## config.mk

```make
export PLATFORM = sky130hd
export DESIGN_NAME = serial_frame_ctrl
export DESIGN_NICKNAME = d
export VERILOG_FILES = /design/src/rtl/serial_frame_ctrl.sv
export SDC_FILE = /design/constraint.sdc
export NUM_CORES = 1
export LEC_CHECK = 0
export CORE_UTILIZATION = 25
export CTS_BUF_LIST = sky130_fd_sc_hd__clkbuf_2 sky130_fd_sc_hd__clkbuf_4 sky130_fd_sc_hd__clkbuf_8
export DETAILED_ROUTE_END_ITERATION = 12
export HOLD_SLACK_MARGIN = 0.1
export SYNTH_ARGS = -nofsm -noshare
export SYNTH_HDL_FRONTEND = slang
export SYNTH_SLANG_ARGS = --single-unit
```

## constraint.sdc

```tcl
create_clock -name clk -period 6.05 [get_ports clk]
set_clock_uncertainty 0.05 [all_clocks]
set_input_delay 1.21 -clock clk [delete_from_list [all_inputs] [get_ports clk]]
set_output_delay 1.21 -clock clk [all_outputs]
set_load 0.01 [all_outputs]
```

## src/rtl/serial_frame_ctrl.sv

```systemverilog
// Frame sequencer for the 40-bit parallel-to-serial select mux: latches a word,
// walks the mux select index at a programmable bit rate and registers the line.
module serial_frame_ctrl #(
    parameter int   WORD_W   = 40,
    parameter int   IDX_W    = 6,
    parameter int   DIV_W    = 16,
    parameter logic IDLE_LVL = 1'b1
) (
    input  logic              clk,
    input  logic              rst,
    input  logic [WORD_W-1:0] data_in,
    input  logic [IDX_W-1:0]  len,
    input  logic              msb_first,
    input  logic [DIV_W-1:0]  div,
    input  logic              data_valid,
    output logic              data_ready,
    input  logic              abort,
    output logic [WORD_W-1:0] mux_data,
    output logic [IDX_W-1:0]  mux_sel,
    input  logic              mux_bit,
    output logic              ser_out,
    output logic              bit_strobe,
    output logic              tx_active,
    output logic              done
);

    typedef enum logic {IDLE, SHIFT} state_t;

    localparam logic [IDX_W-1:0] MAX_LEN = IDX_W'(WORD_W);

    state_t            state_q;
    logic [WORD_W-1:0] data_q;
    logic [IDX_W-1:0]  len_q;
    logic [DIV_W-1:0]  div_q;
    logic              dir_q;
    logic [IDX_W-1:0]  sel_q;
    logic [IDX_W-1:0]  bit_cnt_q;
    logic [DIV_W-1:0]  div_cnt_q;
    logic              ser_q;
    logic              strobe_q;
    logic              tx_q;
    logic              last_q;
    logic              done_q;

    logic [IDX_W-1:0]  len_d;
    logic [IDX_W-1:0]  sel_first_d;
    logic [IDX_W-1:0]  sel_step_d;
    logic              bit_end;
    logic              last_bit;

    always_comb begin
        len_d = len;
        if (len == '0 || len > MAX_LEN) begin
            len_d = MAX_LEN;
        end
        sel_first_d = msb_first ? (len_d - IDX_W'(1)) : '0;
        sel_step_d  = dir_q ? (sel_q - IDX_W'(1)) : (sel_q + IDX_W'(1));
        bit_end     = (state_q == SHIFT) && (div_cnt_q == div_q);
        last_bit    = bit_end && (bit_cnt_q == len_q - IDX_W'(1));
    end

    always_ff @(posedge clk or posedge rst) begin
        if (rst) begin
            state_q   <= IDLE;
            data_q    <= '0;
            len_q     <= '0;
            div_q     <= '0;
            dir_q     <= 1'b0;
            sel_q     <= '0;
            bit_cnt_q <= '0;
            div_cnt_q <= '0;
            ser_q     <= IDLE_LVL;
            strobe_q  <= 1'b0;
            tx_q      <= 1'b0;
            last_q    <= 1'b0;
            done_q    <= 1'b0;
        end else begin
            // Line stage: ser_out follows the select index by one clock
            ser_q    <= (state_q == SHIFT) ? mux_bit : IDLE_LVL;
            tx_q     <= (state_q == SHIFT);
            strobe_q <= (state_q == SHIFT) && (div_cnt_q == '0);
            // done is delayed once more so it lands on the first idle line clock
            last_q   <= last_bit && !abort;
            done_q   <= last_q;

            case (state_q)
                IDLE: begin
                    sel_q <= '0;
                    if (data_valid) begin
                        data_q    <= data_in;
                        len_q     <= len_d;
                        div_q     <= div;
                        dir_q     <= msb_first;
                        sel_q     <= sel_first_d;
                        bit_cnt_q <= '0;
                        div_cnt_q <= '0;
                        state_q   <= SHIFT;
                    end
                end
                SHIFT: begin
                    if (abort) begin
                        state_q   <= IDLE;
                        sel_q     <= '0;
                        bit_cnt_q <= '0;
                        div_cnt_q <= '0;
                    end else if (bit_end) begin
                        div_cnt_q <= '0;
                        if (last_bit) begin
                            state_q   <= IDLE;
                            sel_q     <= '0;
                            bit_cnt_q <= '0;
                        end else begin
                            sel_q     <= sel_step_d;
                            bit_cnt_q <= bit_cnt_q + IDX_W'(1);
                        end
                    end else begin
                        div_cnt_q <= div_cnt_q + DIV_W'(1);
                    end
                end
                default: state_q <= IDLE;
            endcase
        end
    end

    assign data_ready = (state_q == IDLE);
    assign mux_data   = data_q;
    assign mux_sel    = sel_q;
    assign ser_out    = ser_q;
    assign bit_strobe = strobe_q;
    assign tx_active  = tx_q;
    assign done       = done_q;

endmodule

```

==> impl_results.md <==
- I/O Pins: 119
- PnR worst setup slack: 3.04 ns
- Die area: 19100 µm²
- Min-delay worst type: reg -> reg
- Top cells by area, synth: dfrtp_1 52%, nand2_1 16%, xor2_1 5.1%
- Hold Buf Count CTS: 0
- Reg clk slew, reported paths: 0.09 ns
- Outcome: finished, violations left
- Sequential share of power: 0.445
- Fillers: 1833
- Yosys reg bits: 97
- Crit path max-delay family: buffers and inverters
- DRT antenna net count: 0
- Initial Utilization: 0.256
- PD cells: 298 nW/µm²
- Synth cell types: 51
- Pin count of the biggest net entering global routing: 68
- Area grow syn2layout: 35.6%
- Wirelength per Cell: 13.9 µm
- Initial DRC count: 218
- Setup TNS: 0 ns
- Final Max Slew Viols: 0
- Fin nets: 705
- Cells after Synth: 518
- Clk_lat worst skew: 0.38 ns
- Crit-path slowest cell: dfrtp_1
- Hold slack: 0.310 ns
- Avg Inst Size Synth: 8.95 µm²
- Die Y: 138 µm
- Post-CTS resize count: 0
- Core ar.: 18100 µm²
- Root buf cell: clkbuf_8
- Top-area cell type share of the netlist area: 0.518
- Maxcap violations: 0
- Number of synthesized flops with an enable pin: 0
- Post-CTS setup buffers: 0
- Port bufs: 118
- First-pass GRT wire length: 19800 µm
- Int Power: 1.30 mW
- Post-synth ARST share: 1.00
- Number of clock sinks: 97
- TritonCTS clock tree: done
- Period utilisation layout: 0.497
- Mapped Nets: 596
- Tot Pwr: 1.87 mW
- Warnings from Yosys: 0
- Pleak: 2.88 nW
- Routed vias: 3860
- Rel. slew slack: 0.392
- Global route total overflow: 0
- Area of the multi-input gates: 2080 µm²
- Util after Layout: 0.348
- Yosys top cell by area: dfrtp_1
- Final Hold Fails: 0
- Fmax: 332 MHz
- Clk buf depth: 2
- Vias in the first global route: 3911
- Layout cells sized above 1: 0.0475
- Placer Congestion: 0.788
- Number of diodes: 0
- Unrepaired setup endpoints after global routing: false
- Crit-path max FO: 11
- CP arrival: 1.75 ns
- Most common cell after layout, fill and taps aside: nand2_1
- Commonest cells after routing, fill and taps aside: 199 x nand2_1, 118 x clkdlybuf4s50_1, 96 x dfrtp_1, 28 x nor2_1, 27 x xor2_1
- Antenna violations before repair: 0
- Switching Power: 0.572 mW
- CP Class: reg -> out
- Commonest register cell after synthesis: dfrtp_1
- Slowest cell delay on critical path: 0.65 ns
- Switch share: 0.305
- Critical path cell sequence: inv_1 > clkdlybuf4s50_1
- Tightest Pin Transition: 0.911 ns
- Initial DRT Pass Iterations: 9
- VDD IR max: 0.126 mV
- Endpoints failing setup: 0
- Die width: 138 µm
- Buf/Inv on CP: 2
- Combinational share of power: 0.278
- Clk pwr share: 0.277
- CP Launch Type: flip-flop
- Critical Path RT: 4.79 ns
- Drt drc: 5
- H-tree depth: 3
- Overall Global Routing Usage: 0.131
- Endpoint class of the critical path: output port
- Num rows: 49
- Failing checks: design-rule violations
- Sequential cell area: 2430 µm²
- Worst slack, placed: 2.76 ns
- CTS buffer count: 9
- Synthesized cell area: 4640 µm²
- Post-Route WL: 12000 µm
- Sequential fraction of the synthesis area: 0.524
- Vias/cell: 4.48
- Period minus WS final: 3.01 ns
- DP HPWL: 8230 µm
==> stage by stage <==
| step | area [µm²] | std cells |
|---|---|---|
| 6_report | 6290 | 861 |
| 3_3_place_gp | 6040 | 845 |
| 5_1_grt | 6290 | 861 |
| 2_1_floorplan | 4640 | 518 |
| 4_1_cts | 6290 | 861 |
| 3_5_place_dp | 6040 | 845 |
==> cells in the mapped netlist, drive strengths merged (2+ instances only) <==
library cell,n
nor4b,3
a22oi,2
inv,12
xor2,28
o31ai,6
a31oi,2
nand4,7
ha,9
a32oi,2
nor2b,2
a21o,3
o2111ai,2
a21oi,13
nor3,5
xnor2,15
dfrtp,96
nor4,6
buf,4
nand2,200
clkbuf,19
nand2b,4
nand3,8
nor2,28
o21ai,16
and3,4
or3,3
==> final timing paths <==
kind                                           start                  endpoint  slack, ns  cells past startpoint
setup / recovery                   state_q$_DFF_PP0_                data_ready       3.04                      2
hold / removal                      last_q$_DFF_PP0_            done$_DFF_PP0_       0.31                      0
setup reg to reg           div_cnt_q[10]$_DFFE_PP0N_  bit_cnt_q[3]$_DFFE_PP0P_       3.51                      6
hold reg to reg                     last_q$_DFF_PP0_            done$_DFF_PP0_       0.31                      0
max in group asynchronous                        rst         ser_out$_DFF_PP1_       3.64                      3
min in group asynchronous                        rst  mux_data[25]$_DFFE_PP0P_       1.31                      2
==> metal layers <==
layer	vias up	part of all wire	GRT usage
met2	110	0.47	0.211
li1	1908	-	-
met4	0	0.016	0.0550
met1	1827	0.45	0.162
met3	15	0.071	0.0419
met5	-	0	0
==> layout make-up <==
| cell class | instances | area share |
|---|---|---|
| Clock buffer | 11 | 0.0221 |
| Clock inverter | 5 | 0.0167 |
| Inverter | 12 | 0.00756 |
| Multi-Input combinational cell | 386 | 0.330 |
| Sequential cell | 97 | 0.386 |
| Tap cell | 229 | 0.0456 |
| Timing Repair Buffer | 121 | 0.191 |
==> sequential cells by signal, summed over array words and instances, names as in the netlist <==
| register | flops |
|---|---|
| bit_cnt_q | 6 |
| bit_strobe | 1 |
| dir_q | 1 |
| div_cnt_q | 16 |
| div_q | 16 |
| done | 1 |
| last_q | 1 |
| len_q | 6 |
| mux_data | 40 |
| mux_sel | 6 |
| ser_out | 1 |
| state_q | 1 |
| tx_active | 1 |
==> logic make-up after synthesis <==
| family | synth area share |
|---|---|
| flip-flops | 0.524 |
| multiplexers | 0.00243 |
| buffers and inverters | 0.0308 |
| AND/OR/NAND/NOR | 0.255 |
| adder cells (fa/ha/maj) | 0.0286 |
| XOR/XNOR | 0.0828 |
| AO/OA/AOI/OAI | 0.0769 |
==> power by group through the flow <==
stage,clock network (mW),logic [mW],registers (mW)
after global routing,0.568,0.581,0.848
after global placement,0,0.525,0.846
after CTS,0.544,0.530,0.836
after detailed placement,0,0.528,0.846
final,0.519,0.522,0.833
after floorplan,0,0.248,0.858
Note: power is estimated with default switching activity, not from simulation.
==> edit (same settings) <==
Make the reset (`rst`) synchronous in one clocked block.
--- a/src/rtl/serial_frame_ctrl.sv
+++ b/src/rtl/serial_frame_ctrl.sv
@@ -60,5 +60,5 @@
     end
 
-    always_ff @(posedge clk or posedge rst) begin
+    always_ff @(posedge clk) begin
         if (rst) begin
             state_q   <= IDLE;
Check against the original RTL: differs if rst is asserted again (counterexample within 4 cycles, from zero or initial values and one cycle with rst high); with rst held inactive, the same outputs for 10 cycles.
==> edit against the unedited design <==
- sequential cell count stayed put
- fmax is 9.4% lower
- core utilization decreased by 0.20 points
- routed wire length down 5.3%
- setup slack got worse by 0.31 ns
- cell area fell by 5.3%
- non-clock buffer count stayed put
- via count grew 2.2%
- critical path type is now in -> reg
- synthesized area down 5.4%
Power is not compared: it rests on default switching activity, and its combinational part moved more than twofold at a synthesized area within 25%.
==> edit: results (changes against the unedited design) <==
{| class="wikitable"
! Metric !! Value
|-
| Status || complete, no violations (was finished, violations left)
|-
| Detail Route met2 WL || 4920 um (was 5580 um)
|-
| Nets || 719 (was 705)
|-
| M1 WL || 5250 um (was 5340 um)
|-
| Number of detailed-route iterations in the first pass || 4 (was 9)
|-
| Wire length of the first global-routing pass || 18900 um (was 19800 um)
|-
| Wire length on met3 || 921 um (was 849 um)
|-
| Top cell types by occurrence after synthesis || sky130_fd_sc_hd__nand2_1, sky130_fd_sc_hd__dfxtp_1, sky130_fd_sc_hd__a21oi_1 (was sky130_fd_sc_hd__nand2_1, sky130_fd_sc_hd__dfrtp_1, sky130_fd_sc_hd__nor2_1)
|-
| Startpoint of the worst-slack reg-to-reg timing path || div_cnt_q[2]$_SDFFE_PP0N_ (was div_cnt_q[10]$_DFFE_PP0N_)
|-
| Largest net degree at the start of global routing || 80 (was 68)
|-
| Last element of the critical path || bit_cnt_q[0]$_SDFFE_PP0P_ (was data_ready)
|-
| First element of the critical path || abort (was state_q$_DFF_PP0_)
|-
| HP Start || mux_data[1]$_SDFFE_PP0P_ (was last_q$_DFF_PP0_)
|-
| CP Data Arrival Time || 3.57 ns (was 1.75 ns)
|-
| Routability congestion estimate from global placement || 0.814 (was 0.788)
|-
| Worst-case register-to-register setup slack || 3.13 ns (was 3.51 ns)
|-
| Top FF cell, synth || sky130_fd_sc_hd__dfxtp_1 (was sky130_fd_sc_hd__dfrtp_1)
|-
| Longest individual stage delay on the worst path || 0.77 ns (was 0.65 ns)
|-
| Worst setup path category || in -> reg (was reg -> out)
|-
| Timing-limited maximum frequency || 301 MHz (was 332 MHz)
|-
| Critical-path maximum fanout || 15 (was 11)
|-
| Worst rel slew slack || 25.6% (was 39.2%)
|-
| Half-perimeter wire length after detailed placement || 7840 um (was 8230 um)
|-
| Global-route total usage across every layer || 13.2% (was 13.1%)
|-
| Layout filler cell count || 1785 (was 1833)
|-
| Biggest area contributors in the synthesized netlist || sky130_fd_sc_hd__dfxtp_1, sky130_fd_sc_hd__nand2_1, sky130_fd_sc_hd__a21oi_1 (was sky130_fd_sc_hd__dfrtp_1, sky130_fd_sc_hd__nand2_1, sky130_fd_sc_hd__xor2_1)
|-
| DR iter-0 viols || 150 (was 218)
|-
| Count of unique library cells instantiated by Yosys || 53 (was 51)
|-
| Synth async-reset ratio || 0% (was 100%)
|-
| Share of final-layout standard cells stronger than drive strength 1 || 5.26% (was 4.75%)
|-
| Number of global-route vias before repair || 3841 (was 3911)
|}
[edit: changes by cell type in the layout (fill, tap and decap cells not counted), sizes merged, moves of 4 or more]
| cell | change |
|---|---|
| dfxtp | +97 |
| dfrtp | -96 |
| a21oi | +62 |
| nand2 | -58 |
| xnor2 | +17 |
| xor2 | -16 |
| o21ai | -7 |
| nand3 | +4 |
| nor2 | +4 |
[edit: final cells by class]
| cell class | instances | area share (%) |
|---|---|---|
| inverter | 13 | 0.819 |
| clock inverter | 4 | 0.882 |
| timing repair buffer | 121 | 20.1 |
| tap | 225 | 4.73 |
| multi-input combinational | 399 | 38.3 |
| clock buffer | 12 | 2.56 |
| sequential | 97 | 32.6 |
[edit: worst max-delay path, delay by kind of cell]
family	cells	cell delay, ns
compound gates	2	1.39
buf+inv	1	0.46
mux	1	0.28
simple gates	1	0.22
[edit: worst min path at each step]
stage | slack [ns] | endpoint | cells past startpoint
detailed placement | 0.40 | mux_data[7]$_SDFFE_PP0P_ | 2
finish | 0.41 | mux_data[1]$_SDFFE_PP0P_ | 2
CTS | 0.41 | mux_data[2]$_SDFFE_PP0P_ | 2
global route | 0.42 | mux_data[1]$_SDFFE_PP0P_ | 2
global placement | 0.39 | mux_data[27]$_SDFFE_PP0P_ | 2
floorplan | 0.36 | done$_SDFF_PP0_ | 1
[edit: logic make-up (layout without fill, tap and decap cells)]
| family | after synthesis | after routing | share of synthesized area [%] |
|---|---|---|---|
| AOI/OAI and AO/OA | 114 | 114 | 15.2 |
| xor gates and xnor gates | 44 | 44 | 9.38 |
| adders and majority gates | 10 | 10 | 3.02 |
| buffers and inverters | 42 | 150 | 3.99 |
| DFF | 97 | 97 | 44.3 |
| muxes | 2 | 2 | 0.456 |
| and+or+nand+nor | 229 | 229 | 23.7 |
[edit: routing by layer]
metal  vias to the layer above  global-route usage (%)
li1                       2020                       -
met1                      1803                    16.4
met2                       108                    20.4
met3                        15                    5.48
met4                         0                    4.87
met5                         -                       0
[edit: report_power, final]
part | switching (mW) | internal [mW]
sequential | 0.0212 | 0.668
combinational | 0.112 | 0.117
clock | 0.233 | 0.213
total | 0.366 | 0.997
[edit: stage by stage]
stage                     power (mW)  std cells  area, um^2  utilization, %
final                           1.36        871        5960            34.6
after global routing            1.44        871        5960            34.6
after CTS                       1.39        871        5960            34.6
after detailed placement       0.934        855        5750            33.4
after floorplan                0.818        538        4390               -
after global placement         0.933        855        5750            33.4
